### config.mk
export PLATFORM = sky130hd
export DESIGN_NAME = ddr3_dq_lane_ctrl
export DESIGN_NICKNAME = d
export VERILOG_FILES = /design/src/rtl/ddr3_dq_lane_ctrl.sv
export SDC_FILE = /design/constraint.sdc
export NUM_CORES = 1
export LEC_CHECK = 0
export BUFFER_PORTS_ARGS = -buffer_cell sky130_fd_sc_hd__clkbuf_2
export CAP_MARGIN = 20
export CORE_MARGIN = 3
export CORE_UTILIZATION = 49
export DETAILED_ROUTE_END_ITERATION = 12
export HOLD_SLACK_MARGIN = 0.08
export PLACE_DENSITY = 0.77
export SLEW_MARGIN = 25
export SYNTH_ARGS = -nofsm -noshare
export SYNTH_HDL_FRONTEND = slang
export SYNTH_SLANG_ARGS = --single-unit
export TNS_END_PERCENT = 1
### constraint.sdc
create_clock -name clk -period 2.63 [get_ports clk]
set_input_delay 0.6575 -clock clk [delete_from_list [all_inputs] [get_ports clk]]
set_output_delay 0.6575 -clock clk [all_outputs]
set_load 0.01 [all_outputs]
### src/rtl/ddr3_dq_lane_ctrl.sv
// Per-byte-lane DDR3 DQ controller: serializes write bursts onto the pad cells,
// captures read bursts from them, and inserts one turnaround cycle after every burst.
module ddr3_dq_lane_ctrl #(
  parameter int DQ_W  = 8,
  parameter int BL    = 8,
  parameter int CL    = 5,
  parameter int CNT_W = 4
) (
  input  logic               clk,
  input  logic               reset_n,
  input  logic               wr_valid,
  output logic               wr_ready,
  input  logic [BL*DQ_W-1:0] wr_data,
  input  logic               rd_valid,
  output logic               rd_ready,
  output logic [BL*DQ_W-1:0] rd_data,
  output logic               rd_data_valid,
  output logic [DQ_W-1:0]    pad_a,
  output logic [DQ_W-1:0]    pad_ts,
  output logic [DQ_W-1:0]    pad_ri,
  input  logic [DQ_W-1:0]    pad_z,
  output logic               busy
);

  localparam int W = BL * DQ_W;
  localparam logic [CNT_W-1:0] LAST_BEAT = CNT_W'(BL - 1);
  localparam logic [CNT_W-1:0] LAST_WAIT = CNT_W'((CL > 1) ? CL - 2 : 0);

  typedef enum logic [2:0] {
    IDLE, WR_PRE, WR_BURST, RD_WAIT, RD_CAPT, TURN
  } state_t;

  state_t         state_q, state_d;
  logic [CNT_W-1:0] cnt_q, cnt_d;
  logic [W-1:0]   wsh_q, wsh_d;
  logic [W-1:0]   cap_q, cap_d;
  logic [W-1:0]   rdata_q, rdata_d;
  logic           rdv_q, rdv_d;
  logic           idle_rdy, wr_acc, rd_acc;

  // Ready is gated by reset_n so nothing can handshake while reset is held.
  assign idle_rdy = (state_q == IDLE) && reset_n;
  assign wr_acc   = wr_valid && idle_rdy;
  assign rd_acc   = rd_valid && idle_rdy && !wr_valid;

  always_comb begin
    state_d = state_q;
    cnt_d   = cnt_q;
    wsh_d   = wsh_q;
    cap_d   = cap_q;
    rdata_d = rdata_q;
    rdv_d   = 1'b0;
    case (state_q)
      IDLE: begin
        cnt_d = '0;
        if (wr_acc) begin
          state_d = WR_PRE;
          wsh_d   = wr_data;
        end else if (rd_acc) begin
          state_d = (CL == 1) ? RD_CAPT : RD_WAIT;
        end
      end
      WR_PRE: begin
        state_d = WR_BURST;
        cnt_d   = '0;
      end
      WR_BURST: begin
        wsh_d = wsh_q >> DQ_W;
        if (cnt_q == LAST_BEAT) state_d = TURN;
        else                    cnt_d   = cnt_q + 1'b1;
      end
      RD_WAIT: begin
        if (cnt_q == LAST_WAIT) begin
          state_d = RD_CAPT;
          cnt_d   = '0;
        end else begin
          cnt_d = cnt_q + 1'b1;
        end
      end
      RD_CAPT: begin
        // Beats enter at the top and migrate down, so beat 0 ends at the LSBs.
        cap_d = (cap_q >> DQ_W) | (W'(pad_z) << (W - DQ_W));
        if (cnt_q == LAST_BEAT) begin
          state_d = TURN;
          rdata_d = cap_d;
          rdv_d   = 1'b1;
        end else begin
          cnt_d = cnt_q + 1'b1;
        end
      end
      TURN:    state_d = IDLE;
      default: state_d = IDLE;
    endcase
  end

  always_ff @(posedge clk or negedge reset_n) begin
    if (!reset_n) begin
      state_q <= IDLE;
      cnt_q   <= '0;
      rdata_q <= '0;
      rdv_q   <= 1'b0;
    end else begin
      state_q <= state_d;
      cnt_q   <= cnt_d;
      rdata_q <= rdata_d;
      rdv_q   <= rdv_d;
    end
  end

  always_ff @(posedge clk) begin
    wsh_q <= wsh_d;
    cap_q <= cap_d;
  end

  assign wr_ready      = idle_rdy;
  assign rd_ready      = idle_rdy;
  assign busy          = (state_q != IDLE);
  assign pad_ts        = {DQ_W{(state_q == WR_PRE) || (state_q == WR_BURST)}};
  assign pad_a         = (state_q == WR_BURST) ? wsh_q[DQ_W-1:0] : '0;
  assign pad_ri        = {DQ_W{state_q == RD_CAPT}};
  assign rd_data       = rdata_q;
  assign rd_data_valid = rdv_q;

endmodule

==> results.yml, run 1 <==
status:
  outcome: "finished clean"
global_route:
  grt_pass1_wl_um: 21700
  grt_pass1_vias: 4142
  grt_max_degree: 58
  grt_usage: 0.168
  antenna_found_initial: 0
  grt.overflow.total: 0
power:
  ir_drop_mv: 0.531
  leakage_nw: 4.12
  totalPowerFinal_mw: 8.76
  p_per_area_nw_per_um2: 956
finish:
  area_growth_pct: 20.6
  drive_gt1_frac: 0.578
  n_fill_cell: 1100
  finish.instance_area_um2: 9160
  final_common_cell: "clkbuf_2"
  mostFrequentLayoutCells: "166 x clkbuf_2, 120 x edfxtp_1, 72 x mux2_2, 71 x dfrtp_1, 49 x mux2_4"
  nets: 652
  n_antenna_cell: 0
clock_tree:
  clock-sinks: 192
  clockBufferDepth: 2
  cts.clk_slew.worst_paths_ps: 70
  cts-root-buf: "clkbuf_16"
  insertion_delay_ps: 430
  cts_buffers: 17
  ctsHoldBuffers: 0
  cts_max_level: 4
  cts_tree: "yes"
yosys:
  synthXorXnorAreaFrac: 0.00346
  synth_compound_area_frac: 0.0148
  yosys_register_bits: 192
  synth.area.top_cells: "edfxtp_1 47%, dfrtp_1 24%, mux2_2 11%, mux2_4 9.7%, buf_4 1.6%"
  synth_top_family_by_area: "multiplexers"
  synth.distinct_cells: 36
  synth-simple-area-share: 0.0301
  synthAdderAreaFrac: 0.00165
  synth_top_area_frac: 0.474
  syn_area_per_cell_um2: 18.5
  yosys_warnings: 0
  syn_inst: 411
  synth_nets: 488
  synthMuxAreaShare: 0.205
  yosys.area.top_type: "edfxtp_1"
  synth_area_um2: 7600
  seq_area_frac_synth: 0.711
worst_setup_path:
  crit_buf_inv: 2
  cp_slowest_cell: "dfrtp_1"
  crit_family: "flip-flops"
  reg2regPathDepth: 5
  cp.required_ps: 1970
  cp.arrival_ps: 1860
  crit_cells: 4
  r2r_slack_ps: 530
  crit_path_max_incr_delay_ps: 610
  r2r_start: "cnt_q[0]$_DFFE_PN0P_"
  worstSetupPathType: "reg -> out"
  start_kind: "register"
  r2r_end: "rd_data[48]$_DFFE_PN0P_"
  path_cells: "nor3b_2 > buf_4 > and2_1 > clkbuf_2"
  path_max_fanout: 18
  endpoint_kind: "output pin"
drt:
  firstDrtPassIters: 4
  drc: 0
  antenna_left: 0
  wl_per_cell_um: 18.2
  via_per_inst: 5.10
  vias: 3936
  wirelength_um: 14000
  drt_iter0_markers: 264
run:
  max_cap_violations: 0
die:
  row_count: 44
  initial_core_util: 0.511
  io_pins: 168
  coreArea_um2: 14900
  dieArea_um2: 17000
  die_y_um: 131
  dieWidth_um: 131
min_path:
  min_path_type: "in -> async"
placed_design:
  port_buffers: 167
  postPlaceCellArea_um2: 8580
  gp_congestion: 0.802
  dp_hpwl_um: 9630
sta:
  drv_slew: 0
  finalHoldViolations: 0
  setup_viol: 0
  max_slew_margin: 0.501
  worstMarginPinSlew_ps: 748
  max_freq_ghz: 0.398
  setup-tns-final_ps: 0
  rsz0062_at_grt: "false"
  finalCritPeriodShare: 0.956
  fin_crit_ps: 2510
  clock_skew_ps: 9.75
worst reg2reg max path: stages (launching register included):
cell,delay [ps]
dfrtp_1,370
ha_1,230
and3b_1,290
nand3_4,390
buf_4,380
mux2_4,330
worst max path at each step:
| stage | from | end |
|---|---|---|
| floorplan | state_q[0]$_DFFE_PN0P_ | wsh_q[0]$_DFFE_PP_ |
| global placement | state_q[0]$_DFFE_PN0P_ | pad_ri[3] |
| detailed placement | state_q[0]$_DFFE_PN0P_ | pad_ri[4] |
| CTS | state_q[0]$_DFFE_PN0P_ | pad_ri[4] |
| global route | state_q[1]$_DFFE_PN0P_ | pad_a[6] |
| finish | state_q[1]$_DFFE_PN0P_ | pad_a[6] |
logic make-up (layout without fill, tap and decap cells):
kind of cell    after synthesis  after routing
buf+inv                      37            214
mux                         122            122
compound gates               16             16
xor+xnor                      3              3
flops                       192            192
simple gates                 40             40
fa+ha+maj                     1              1
cell usage after synthesis:
| library cell | n |
|---|---|
| a21o_1 | 1 |
| a21oi_1 | 1 |
| a22o_1 | 1 |
| a311oi_1 | 1 |
| a31o_2 | 1 |
| a31oi_1 | 1 |
| and2_1 | 8 |
| and3_1 | 2 |
| and3b_1 | 1 |
| buf_2 | 9 |
| buf_4 | 16 |
| buf_6 | 6 |
| clkbuf_1 | 2 |
| dfrtp_1 | 72 |
| edfxtp_1 | 120 |
| ha_1 | 1 |
| inv_1 | 3 |
| inv_2 | 1 |
| mux2_1 | 1 |
| mux2_2 | 72 |
| mux2_4 | 49 |
| nand2_1 | 5 |
| nand2b_1 | 5 |
| nand3_1 | 1 |
| nor2_1 | 4 |
| nor2b_1 | 11 |
| nor3_1 | 1 |
| nor3b_1 | 1 |
| o2111ai_1 | 1 |
| o21a_1 | 1 |
| o21ai_0 | 5 |
| o221ai_1 | 1 |
| o2bb2ai_1 | 1 |
| o32ai_1 | 1 |
| or3_1 | 1 |
| xnor2_1 | 3 |
cell type report:
class	count	area (um^2)	share of cell area
Multi-Input combinational cell	182	1960	0.214
Clock inverter	15	146	0.0160
Inverter	4	18.8	0.00205
Clock buffer	17	425	0.0464
Tap cell	184	230	0.0251
Timing Repair Buffer	178	971	0.106
Sequential cell	192	5410	0.590
layer usage:
layer | share of wire | vias up | track usage
li1 | - | 1833 | -
met1 | 0.41 | 1953 | 0.212
met2 | 0.53 | 130 | 0.281
met3 | 0.048 | 20 | 0.0402
met4 | 0.018 | 0 | 0.0678
met5 | 0 | - | 0
where the power goes:
| part | internal, mW | total (mW) | leakage (nW) | switching (mW) |
|---|---|---|---|---|
| Combinational | 0.870 | 1.93 | 1.75 | 1.06 |
| Sequential | 4.10 | 4.38 | 2.09 | 0.285 |
| Clock | 1.26 | 2.45 | 0.277 | 1.19 |
| Total | 6.22 | 8.76 | 4.12 | 2.54 |
registers in the layout, indices dropped and copies added (netlist names):
| register | count |
|---|---|
| cap_q | 56 |
| rd_data | 64 |
| cnt_q | 4 |
| wsh_q | 64 |
| state_q | 3 |
| rd_data_valid | 1 |
timing repair:
action / 4_1_cts / 5_1_grt
buffers inserted: 0 / 0
endpoints found under the setup margin: 0 / 16
resized for setup: 0 / 3
per-stage QoR:
step / instances / hold WS, ps / util / setup slack [ps]
final: 772 / 193 / 0.616 / 116
after global routing: 772 / 196 / 0.616 / 31.6
after detailed placement: 740 / 432 / 0.577 / 484
after CTS: 772 / 174 / 0.616 / 18.6
after global placement: 740 / 428 / 0.577 / 566
after floorplan: 411 / 362 / - / -133
Note: power is estimated with default switching activity, not from simulation.
==> inputs of run 2 (changes only) <==
==> constraint.sdc (replaced) <==
create_clock -name clk -period 2.63 [get_ports clk]
set_input_delay 0.3945 -clock clk [delete_from_list [all_inputs] [get_ports clk]]
set_output_delay 0.3945 -clock clk [all_outputs]
set_load 0.02 [all_outputs]
==> results.yml, run 2 (synthesis results as in run 1) <==
sta:
  clock_skew_ps: 11.2
  worstMarginPinSlew_ps: 861
  rsz0062_at_grt: "false"
  finalCritPeriodShare: 0.938
  fin_crit_ps: 2470
  max_freq_ghz: 0.405
  setup_viol: 0
  fin_ws_ps: 162
  max_slew_margin: 0.426
  drv_slew: 0
  finalHoldViolations: 0
global_route:
  grt_pass1_wl_um: 20900
  grt_max_degree: 74
  grt_usage: 0.162
  grt_pass1_vias: 4062
  grt.overflow.total: 0
  antenna_found_initial: 0
clock_tree:
  insertion_delay_ps: 420
  cts_resized: 0
  cts_max_level: 4
  cts_buffers: 17
  ctsHoldBuffers: 1
  clock-sinks: 192
  postCtsSetupRepairBufs: 0
  clockBufferDepth: 2
  cts.clk_slew.worst_paths_ps: 70
  cts_tree: "yes"
  cts-root-buf: "clkbuf_16"
min_path:
  min_path_type: "in -> reg"
  worstHoldStart: "pad_z[4]"
power:
  p_per_area_nw_per_um2: 965
  leakage_nw: 4.10
  ir_drop_mv: 0.532
  totalPowerFinal_mw: 8.78
die:
  row_count: 44
  die_y_um: 131
  dieWidth_um: 131
  initial_core_util: 0.511
  dieArea_um2: 17000
  io_pins: 168
  coreArea_um2: 14900
drt:
  drc: 0
  wl_per_cell_um: 17.2
  firstDrtPassIters: 4
  via_per_inst: 5.04
  antenna_left: 0
  vias: 3877
  wirelength_um: 13200
  drt_iter0_markers: 262
placed_design:
  dp_slack_ps: 531
  dp_hpwl_um: 8990
  placed_cells: 737
  port_buffers: 167
  gp_congestion: 0.855
  postPlaceCellArea_um2: 8540
worst_setup_path:
  crit_family: "flip-flops"
  crit_path_max_incr_delay_ps: 590
  cp.required_ps: 2240
  worstSetupPathType: "reg -> out"
  start_kind: "register"
  crit_path_start: "state_q[1]$_DFFE_PN0P_"
  crit_buf_inv: 2
  path_max_fanout: 73
  path_cells: "nor3b_2 > buf_12 > and2_1 > clkbuf_2"
  cp.arrival_ps: 2070
  cp_slowest_cell: "dfrtp_1"
  endpoint_kind: "output pin"
  r2r_start: "state_q[1]$_DFFE_PN0P_"
finish:
  final_common_cell: "clkbuf_2"
  area_growth_pct: 19.7
  n_antenna_cell: 0
  finish.instance_area_um2: 9100
  final_util: 0.612
  stdcell_count: 770
  nets: 650
  mostFrequentLayoutCells: "166 x clkbuf_2, 120 x edfxtp_1, 72 x mux2_2, 72 x dfrtp_1, 49 x mux2_4"
  drive_gt1_frac: 0.561
status:
  outcome: "finished clean"
run:
  max_cap_violations: 0
## run 2: final timing paths
path                       depth (start not counted)                      end  slack [ps]
hold / removal                                     1      cap_q[60]$_DFFE_PP_         160
setup / recovery                                   4                 pad_a[1]         160
max in group asynchronous                          3  rd_data[28]$_DFFE_PN0P_        1200
hold reg to reg                                    0      cap_q[19]$_DFFE_PP_         450
min in group asynchronous                          2   state_q[1]$_DFFE_PN0P_         360
setup reg to reg                                   4      wsh_q[23]$_DFFE_PP_         530
## run 2: cell type report
type / instances / area (um^2)
fillers: 1118 / 5770
flip-flops and latches: 192 / 5410
multi-input cells: 182 / 1960
repair buffers: 176 / 946
clock buffers: 23 / 458
well taps: 184 / 230
clock inverters: 9 / 85.1
inverters: 4 / 15.0
## run 2: per-stage QoR
stage / TNS, ps / hold slack, ps
floorplan: -555 / 98.9
global placement: 0 / 224
detailed placement: 0 / 227
CTS: 0 / 137
global route: 0 / 143
finish: 0 / 161
## run 2: per-layer routing
metal  part of all wire  track usage  wire, um
met1               0.42        0.210      5580
met3              0.045       0.0415       591
met5                  0            0         0
met2               0.52        0.265      6870
met4              0.014       0.0599       190
## run 2: worst reg2reg max path, cell delays in order (launching register included)
cell	delay, ps
dfrtp_1	590
nor3b_2	320
buf_12	340
a21o_2	180
buf_12	300
## run 2: where the power goes
part | leakage [nW] | total, mW | switching [mW] | internal (mW)
combinational | 1.74 | 2.02 | 1.19 | 0.831
sequential | 2.09 | 4.39 | 0.289 | 4.10
clock | 0.266 | 2.37 | 1.04 | 1.33
==> inputs of run 3 (changes only) <==
- CORE_UTILIZATION: 49 -> 40
- PLACE_DENSITY: 0.77 -> 0.65
==> results.yml, run 3 (synthesis results as in run 1) <==
drt:
  wl_per_cell_um: 16.9
  drt_iter0_markers: 265
  firstDrtPassIters: 4
  antenna_left: 0
  wirelength_um: 13800
  via_per_inst: 4.75
  drc: 0
  vias: 3886
sta:
  setup-tns-final_ps: 0
  fin_crit_ps: 2440
  rsz0062_at_grt: "false"
  fin_ws_ps: 189
  max_freq_ghz: 0.410
  finalHoldViolations: 0
  clock_skew_ps: 9.09
  max_slew_margin: 0.424
  setup_viol: 0
  drv_slew: 0
  finalCritPeriodShare: 0.928
  worstMarginPinSlew_ps: 863
placed_design:
  port_buffers: 167
  gp_congestion: 0.790
  placed_cells: 785
  dp_hpwl_um: 9480
  dp_slack_ps: 526
status:
  outcome: "finished clean"
clock_tree:
  cts.clk_slew.worst_paths_ps: 70
  cts-root-buf: "clkbuf_16"
  postCtsSetupRepairBufs: 0
  insertion_delay_ps: 420
  clockBufferDepth: 2
  cts_tree: "yes"
  cts_buffers: 17
  cts_max_level: 4
  clock-sinks: 192
die:
  coreArea_um2: 18300
  dieArea_um2: 20700
  initial_core_util: 0.415
  io_pins: 168
  die_y_um: 144
  dieWidth_um: 144
  row_count: 49
worst_setup_path:
  cp.required_ps: 2240
  crit_family: "flip-flops"
  cp_slowest_cell: "dfrtp_1"
  cp.arrival_ps: 2050
  crit_buf_inv: 2
  r2r_end: "wsh_q[35]$_DFFE_PP_"
  r2r_start: "state_q[1]$_DFFE_PN0P_"
  path_cells: "nor3b_2 > buf_12 > and2_1 > clkbuf_2"
  crit_path_max_incr_delay_ps: 580
  start_kind: "register"
  worstSetupPathType: "reg -> out"
  endpoint_kind: "output pin"
  r2r_slack_ps: 530
  reg2regPathDepth: 4
  path_max_fanout: 73
finish:
  drive_gt1_frac: 0.565
  area_growth_pct: 21.0
  nets: 653
  final_common_cell: "clkbuf_2"
  n_fill_cell: 1540
  final_util: 0.502
  mostFrequentLayoutCells: "166 x clkbuf_2, 120 x edfxtp_1, 72 x mux2_2, 72 x dfrtp_1, 49 x mux2_4"
  stdcell_count: 818
  n_antenna_cell: 0
global_route:
  grt.overflow.total: 0
  grt_usage: 0.140
  antenna_found_initial: 0
  grt_max_degree: 74
  grt_pass1_vias: 4231
  grt_pass1_wl_um: 22300
min_path:
  worstHoldStart: "pad_z[6]"
  hold_path_depth: 1
  min_path_type: "in -> reg"
  min_to: "cap_q[62]$_DFFE_PP_"
power:
  p_per_area_nw_per_um2: 958
  ir_drop_mv: 0.473
  leakage_nw: 4.12
run:
  max_cap_violations: 0
-- run 3: cell count changes in the layout (fill, tap and decap cells not counted), sizes merged --
cell and delta:
clkinvlp -1, clkinv +2, inv +2, clkbuf -2, bufinv -1, buf +3
-- run 3: worst max path at each step --
stage / start / slack, ps / depth (start not counted) / end
5_1_grt: state_q[1]$_DFFE_PN0P_ / 40 / 4 / pad_a[0]
6_report: state_q[1]$_DFFE_PN0P_ / 190 / 4 / pad_a[6]
3_3_place_gp: state_q[0]$_DFFE_PN0P_ / 590 / 4 / cap_q[57]$_DFFE_PP_
2_1_floorplan: state_q[1]$_DFFE_PN0P_ / -80 / 4 / pad_ri[1]
3_5_place_dp: state_q[1]$_DFFE_PN0P_ / 530 / 4 / wsh_q[55]$_DFFE_PP_
4_1_cts: state_q[0]$_DFFE_PN0P_ / 130 / 4 / pad_ri[2]
-- run 3: final cells by class --
class	instances	area, um^2	area share
Inverter	4	16.3	0.00177
Timing Repair Buffer	179	981	0.107
Multi-Input combinational cell	182	1960	0.213
Sequential cell	192	5410	0.588
Clock inverter	11	100	0.0109
Clock buffer	21	450	0.0490
Tap cell	229	287	0.0312
-- run 3: layer usage --
layer / vias to the layer above / track usage / wire [um]
li1: 1835 / - / -
met1: 1925 / 0.178 / 5900
met2: 103 / 0.225 / 6920
met3: 23 / 0.0396 / 683
met4: 0 / 0.0565 / 313
met5: - / 0 / 0
-- run 3: through the flow --
stage,cell area (um^2),hold slack [ps],total power [mW]
floorplan,7600,98.9,6.00
global placement,8630,229,6.39
detailed placement,8630,230,6.48
CTS,9200,136,8.92
global route,9200,141,9.29
finish,9200,164,8.81
-- run 3: what timing repair did --
action	4_1_cts	5_1_grt
endpoints found under the hold margin	7	0
hold buffers	1	0
endpoints found under the setup margin	0	8
gates resized for setup	0	1
-- run 3: where the power goes --
group          leakage, nW  total, mW  internal (mW)  switching (mW)
registers             2.09       4.37           4.10           0.270
clock network        0.273       2.41           1.27            1.14
logic                 1.76       2.03          0.836            1.20
